$ cat config.mk
export PLATFORM = sky130hd
export DESIGN_NAME = bgr_stream_serializer
export DESIGN_NICKNAME = d
export VERILOG_FILES = /design/src/rtl/bgr_stream_serializer.sv
export SDC_FILE = /design/constraint.sdc
export NUM_CORES = 1
export LEC_CHECK = 0
export CORE_MARGIN = 2
export CORE_UTILIZATION = 45
export DETAILED_ROUTE_END_ITERATION = 10
export PLACE_DENSITY = 0.77
export SETUP_SLACK_MARGIN = 0.5
export SYNTH_ARGS = -nofsm -noshare
export SYNTH_HDL_FRONTEND = slang
export SYNTH_SLANG_ARGS = --single-unit
$ cat constraint.sdc
create_clock -name clk -period 1.86 [get_ports clk]
set_input_delay 0.372 -clock clk [delete_from_list [all_inputs] [get_ports clk]]
set_output_delay 0.372 -clock clk [all_outputs]
set_load 0.05 [all_outputs]
$ cat src/rtl/bgr_stream_serializer.sv
// Rounds and saturates filtered channel sums to bytes and
// serializes each pixel as B, G, R with frame position tracking.
module bgr_stream_serializer #(
  parameter int ROWS = 192,
  parameter int COLS = 192,
  parameter int IN_W = 16,
  parameter int FRAC = 8
) (
  input  logic            clk,
  input  logic            rst_n,
  input  logic            pix_valid,
  output logic            pix_ready,
  input  logic [IN_W-1:0] pix_b,
  input  logic [IN_W-1:0] pix_g,
  input  logic [IN_W-1:0] pix_r,
  output logic            byte_valid,
  input  logic            byte_ready,
  output logic [7:0]      byte_data,
  output logic            byte_last,
  output logic            frame_done
);

  localparam logic [1:0] IDLE   = 2'd0;
  localparam logic [1:0] SEND_B = 2'd1;
  localparam logic [1:0] SEND_G = 2'd2;
  localparam logic [1:0] SEND_R = 2'd3;

  localparam int CW = (COLS > 1) ? $clog2(COLS) : 1;
  localparam int RW = (ROWS > 1) ? $clog2(ROWS) : 1;

  localparam logic [IN_W:0] HALF = (IN_W+1)'(1) << (FRAC - 1);
  localparam logic [IN_W:0] MAXQ = (IN_W+1)'(255);
  localparam logic [CW-1:0] COL_END = CW'(COLS - 1);
  localparam logic [RW-1:0] ROW_END = RW'(ROWS - 1);

  // Round half up, then clamp anything above 255.
  function automatic logic [7:0] conv(input logic [IN_W-1:0] x);
    logic [IN_W:0] t;
    logic [IN_W:0] q;
    t = {1'b0, x} + HALF;
    q = t >> FRAC;
    conv = (q > MAXQ) ? 8'hFF : q[7:0];
  endfunction

  logic [1:0]    state_q, state_d;
  logic [7:0]    b_q, b_d;
  logic [7:0]    g_q, g_d;
  logic [7:0]    r_q, r_d;
  logic [CW-1:0] col_q, col_d;
  logic [RW-1:0] row_q, row_d;
  logic          frame_done_q, frame_done_d;

  logic pix_xfer;
  logic byte_xfer;
  logic at_end;

  always_comb begin
    pix_ready  = (state_q == IDLE) ||
                 ((state_q == SEND_R) && byte_ready);
    byte_valid = (state_q != IDLE);
    pix_xfer   = pix_valid && pix_ready;
    byte_xfer  = byte_valid && byte_ready;
    at_end     = (row_q == ROW_END) && (col_q == COL_END);
    byte_last  = (state_q == SEND_R) && at_end;
    frame_done = frame_done_q;
    unique case (state_q)
      SEND_B:  byte_data = b_q;
      SEND_G:  byte_data = g_q;
      SEND_R:  byte_data = r_q;
      default: byte_data = 8'h00;
    endcase
  end

  always_comb begin
    state_d = state_q;
    unique case (state_q)
      IDLE:    if (pix_xfer) state_d = SEND_B;
      SEND_B:  if (byte_xfer) state_d = SEND_G;
      SEND_G:  if (byte_xfer) state_d = SEND_R;
      default: if (byte_xfer) state_d = pix_xfer ? SEND_B : IDLE;
    endcase
  end

  always_comb begin
    b_d = b_q;
    g_d = g_q;
    r_d = r_q;
    if (pix_xfer) begin
      b_d = conv(pix_b);
      g_d = conv(pix_g);
      r_d = conv(pix_r);
    end
  end

  // Position moves only once the R byte of a pixel leaves.
  always_comb begin
    col_d = col_q;
    row_d = row_q;
    if (byte_xfer && (state_q == SEND_R)) begin
      if (col_q == COL_END) begin
        col_d = '0;
        row_d = (row_q == ROW_END) ? '0 : row_q + 1'b1;
      end else begin
        col_d = col_q + 1'b1;
      end
    end
    frame_done_d = byte_xfer && byte_last;
  end

  always_ff @(posedge clk or negedge rst_n) begin
    if (!rst_n) begin
      state_q      <= IDLE;
      b_q          <= '0;
      g_q          <= '0;
      r_q          <= '0;
      col_q        <= '0;
      row_q        <= '0;
      frame_done_q <= 1'b0;
    end else begin
      state_q      <= state_d;
      b_q          <= b_d;
      g_q          <= g_d;
      r_q          <= r_d;
      col_q        <= col_d;
      row_q        <= row_d;
      frame_done_q <= frame_done_d;
    end
  end

endmodule

# Word-level counts from Yosys, hierarchy flattened
# Index checks and enable logic that the tools add are counted.
[totals]
register_bits = 43
inputBits = 52
output_inout_bits = 12
wordCells = 48
[op_classes]
addsub = 5
n_lt_le_gt_ge = 3
n_eq_ne = 8
n_mux = 12
reduce_logical = 13
[ops]
columns = ["op", "n"]
rows = [
  ["$add 16x8->17 const B", 3],
  ["$mux 8", 5],
  ["$gt 9x8->1 const B", 3],
  ["$pmux 8 s3", 1],
  ["$add 8x1->8 const B", 2],
  ["$eq 8x8->1 const B", 2],
  ["$mux 2", 4],
  ["$logic_and 1x1->1", 7],
  ["$ne 2x2->1 const B", 3],
  ["$pmux 2 s3", 1],
  ["$eq 2x2->1 const B", 2],
  ["$reduce_and 4->1", 1],
  ["$reduce_bool 2->1", 2],
  ["$eq 2x1->1 const B", 1],
  ["$logic_not 2->1", 1],
  ["$reduce_and 2->1", 1],
  ["$logic_or 1x1->1", 1],
  ["$mux 1", 1],
]

# Longest topological paths before layout
# Gate-level depths: netlist (run 1).
[logic_depth]
word_depth = 7
mapped_depth = 8
ltp_nobuf = 6

# Worst setup path after synthesis (run 1)
# Ideal clock, no wire load.
[synth_path]
path_type = "flip-flop to output port"
from = "register state_q[0]"
to = "output port byte_data[0]"
t_arrival_ns = 1.715
t_required_ns = 1.488
path_slack_ns = -0.227
stages_incl_launch_ff = 5
path_buffers = 1
path_cell_list = "dfrtp_1 > ha_1 > clkbuf_1 > a222oi_1 > nor2_1"
[synth_between]
elab_chain_len = 2
elab_cells_between_ends = 4
cone_classes = "eq/ne: 3; mux: 1"
[synth_lines]
columns = ["item", "line_no", "text"]
rows = [
  ["start: declaration", "45", "logic [1:0] state_q, state_d;"],
  ["start signal: assignment", "120", "state_q <= state_d;"],
  ["$eq 2x2->1 / $eq 2x1->1 (equally long branches)", "66", "unique case (state_q)"],
  ["$pmux 8 s3 (*)", "66", ""],
  ["end: declaration", "18", "output logic [7:0] byte_data,"],
]
# Every way passes the cells marked *; elsewhere a longest branch is shown, timed or not.

# Worst setup path in the final report (run 1)
[layout_path]
from = "register state_q[1]"
to = "output port byte_data[2]"
# Same word-level chain as after synthesis.

==> results of run 1 <==
## per-stage QoR
step / power, mW / setup TNS [ns]
after floorplan: 3.17 / 0
after global placement: 4.03 / -1.53
after detailed placement: 4.09 / -1.75
after CTS: 5.52 / -2.23
after global routing: 6.42 / -5.65
final: 6.14 / -3.90
## layout make-up
| type | count | area (um^2) |
|---|---|---|
| inverter | 6 | 28.8 |
| fill | 327 | 1270 |
| timing repair buffer | 98 | 1020 |
| tap | 72 | 90.1 |
| sequential | 43 | 1080 |
| clock inverter | 2 | 35.0 |
| multi-input combinational | 214 | 1860 |
| clock buffer | 6 | 82.6 |
## critical path, cell delays in order (launching register included)
cell	delay (ns)
dfrtp_1	0.42
buf_4	0.16
ha_4	0.18
buf_6	0.13
a222oi_1	0.24
buf_4	0.19
nor2_4	0.03
buf_6	0.14
## cell usage after synthesis, drive strengths merged
cell / n / area share (%)
a41o: 1 / 0.39
xor2: 10 / 3.5
and3b: 1 / 0.35
mux2: 4 / 1.8
inv: 6 / 0.89
a21bo: 1 / 0.39
dfrtp: 43 / 42
mux2i: 5 / 2.0
nand2b: 1 / 0.25
a21oi: 16 / 3.2
a31oi: 1 / 0.25
o21a: 2 / 0.59
nor4b: 2 / 1.3
nand3: 20 / 4.1
nand3b: 2 / 1.1
a22o: 1 / 0.39
nor3: 7 / 2.3
nand2: 33 / 4.9
nand4: 3 / 0.74
a222oi: 8 / 3.2
o31ai: 4 / 1.4
o21ai: 11 / 2.2
and3: 6 / 1.5
a41oi: 1 / 0.35
o311ai: 1 / 0.35
and2: 2 / 0.49
a21o: 5 / 1.5
nand4b: 1 / 0.94
o21bai: 1 / 0.30
ha: 9 / 4.4
nor3b: 3 / 0.89
and4: 3 / 1.0
clkbuf: 6 / 0.89
or3: 1 / 0.25
nor2: 39 / 5.8
buf: 3 / 0.84
xnor2: 9 / 3.1
## final timing paths
path,cells past startpoint,slack (ns),to
min in group clk,2,0.49,g_q[6]$_DFFE_PN0P_
setup / recovery,7,-0.30,byte_data[2]
hold reg to reg,2,0.49,g_q[6]$_DFFE_PN0P_
hold / removal,2,0.12,row_q[6]$_DFFE_PN0P_
setup reg to reg,11,-0.15,row_q[2]$_DFFE_PN0P_
max in group asynchronous,2,1.33,state_q[0]$_DFFE_PN0P_
## per-layer routing
layer | wire (um) | vias to the layer above | part of all wire (%)
li1 | - | 1172 | -
met1 | 3010 | 1261 | 39
met2 | 4170 | 66 | 55
met3 | 244 | 19 | 3.2
met4 | 214 | 0 | 2.8
met5 | 0 | - | 0
## cells in the final DEF, fill, tap and decap left out, types with 9 or more instances in the layout
master,Yosys,final
a21oi_1,16,9
buf_4,0,33
buf_6,1,24
clkdlybuf4s50_1,0,29
dfrtp_1,43,42
nand2_1,33,23
nand3_1,19,18
nor2_1,39,11
nor2_4,0,21
xor2_1,10,10
## cell families (layout without fill, tap and decap cells)
family                   Yosys count  in the layout
AO/OA/AOI/OAI                     53             53
XOR/XNOR                          19             19
adder cells (fa/ha/maj)            9              9
buffers and inverters             15            112
flip-flops                        43             43
multiplexers                       9              9
AND/OR/NAND/NOR                  124            124
## state kept, by name (all words and copies together), names as in the netlist
name	flops
g_q	8
state_q	2
r_q	8
frame_done	1
row_q	8
col_q	8
b_q	8
## repair_timing
| item | 4_1_cts | 5_1_grt |
|---|---|---|
| cloned | 1 | 2 |
| gates resized for setup | 83 | 53 |
| setup endpoints to repair | 55 | 54 |
| buffers inserted | 3 | 17 |
| pin swaps | 10 | 16 |
## power groups by stage
| stage | registers (mW) | clock network [mW] | logic, mW |
|---|---|---|---|
| 4_1_cts | 1.51 | 0.779 | 3.24 |
| 3_5_place_dp | 1.47 | 0 | 2.62 |
| 6_report | 1.58 | 0.787 | 3.77 |
| 5_1_grt | 1.61 | 0.833 | 3.98 |
| 3_3_place_gp | 1.46 | 0 | 2.57 |
| 2_1_floorplan | 1.41 | 0 | 1.76 |
==> results.md, run 1 <==
* GR peak layer: met2
* Core ar. at between 5000 and 6000 um^2
* Post-layout utilization of the core at approximately 77%
* Max-slew violation count at 0
* Gp weighted congestion at 0.810
* R2R Path Start: state_q[0]$_DFFE_PN0P_
* Layout cell share with drive strength beyond 1 at 45.3%
* Final worst slack at -0.303 ns
* Vias in the first global route at 2370
* Vias per std cell at 5.71
* M2 GR Usage at 41.5%
* Post-Syn Area at 2540 um^2
* Clock slew at reported path FFs at ~0.090 ns
* Tightest Hold Check Type: in2async
* Initial Utilization at 46.4%
* Critical Path Sink Type: output port
* Fmax at 0.462 GHz
* Failing checks: negative setup slack
* Worst-path fanout max at 6
* Avg Cell Area, Syn at between 9 and 10 um^2
* Largest family of logic cells by synthesized area: simple AND/OR/NAND/NOR gates
* LEAKAGE at approximately 1.9 nW
* Net Sw Frac at a little over two fifths
* RSZ-0062 raised after global routing: true
* DRC viols at 0
* Switching pwr at 2.64 mW
* Synth Area in Simple Gates at 25.8%
* Ys Warns at 0
* Diode count at 0
* Wire length of the first global-routing pass at 11200 um
* Post-Synthesis Cells at 272
* Worst rel slew slack at 63.5%
* Combinational power share at 61.4%
* Register bit total from synthesis at 43
* Clock power frac at 12.8%
* Largest net degree at the start of global routing at 44
* GR Util met3 at 4.09%
* Post-route ant nets at 0
* Pre-CTS setup slack at -0.103 ns
* Initial antenna violation count at 0
* Drt wl/cell at 17.3 um
* Total gr overflow at 0
* Nets at 429
* Mux contribution to synthesized area at 3.75%
* TritonCTS buffer count at 5
* Die area at about 6300 um^2
* WP data required at about 1.5 ns
* CP startpoint: state_q[1]$_DFFE_PN0P_
* Outcome: finished, violations left
* Peak VDD IR at 1830 uV
* Critical path type: reg2out
* Adder-cell share of the synthesized area at 4.44%
* Final setup viols at 23
* Fin. Hold Viols at 0
* Clock sinks at 43
* Arr. time, crit path at 1.79 ns
* CTS Hold Bufs at 0
* Cell Int Power at around 3.5 mW
* Fin crit period at 2.16 ns
* Maxcap violations at 0
* Fin area at 4200 um^2
* Critical Path Source Type: flip-flop
* I/O Pins at between 60 and 70
* Area Overhead vs Synth at 65.5%
* Slew @ Worst Pin at 0.548 ns
* Vias at 2518
* Root buffer cell: clkbuf_8
* Overall Global Routing Usage at about 23%
* Pre-antenna DRT Iters at 4
* Final Cycle Share at 116%
* Post-Syn Nets at 333
* Sequential share of power at 25.8%
* Drt total wl at 7640 um
* # rows at 27
* Met1 Use GR at 26.8%
* Pwr/cell area at 1460 nW/um^2
* Die W at ~79 um
* H-tree level count at 2
* Clock Skew at around 0.013 ns
* Clock latency on the worst-skew pair at 0.31 ns
* Xor and xnor area share after synthesis at 6.56%
* DP Area at roughly 3400 um^2
* CTS tree: built
* Yosys cell types at 44
* DRT iter0 DRCs at 170
* DIE HEIGHT at 79.1 um
* Post-detail-place hpwl at 4530 um
* Compound-Gate Fraction of Synth Area at between 10% and 20%
* Longest Clk Path Bufs at 2
* PortBufs at 42
* Hold WS at 0.115 ns
* Fin cells at 441
* Placed insts at 410
* Seq/Total Area, Yosys at 42.4%
No activity file was read; power rests on OpenSTA's default activity.
==> run 2: changes to the inputs <==
GPL_ROUTABILITY_DRIVEN = 1   (was unset)
SLEW_MARGIN = 20   (was unset)
==> results of run 2 <==
No change in the layout: final DEF, timing and power equal those of run 1.
==> run 3: changes to the inputs <==
SLEW_MARGIN = 25   (was 20)
==> results of run 3 <==
No change in the layout: final DEF, timing and power equal those of run 1.
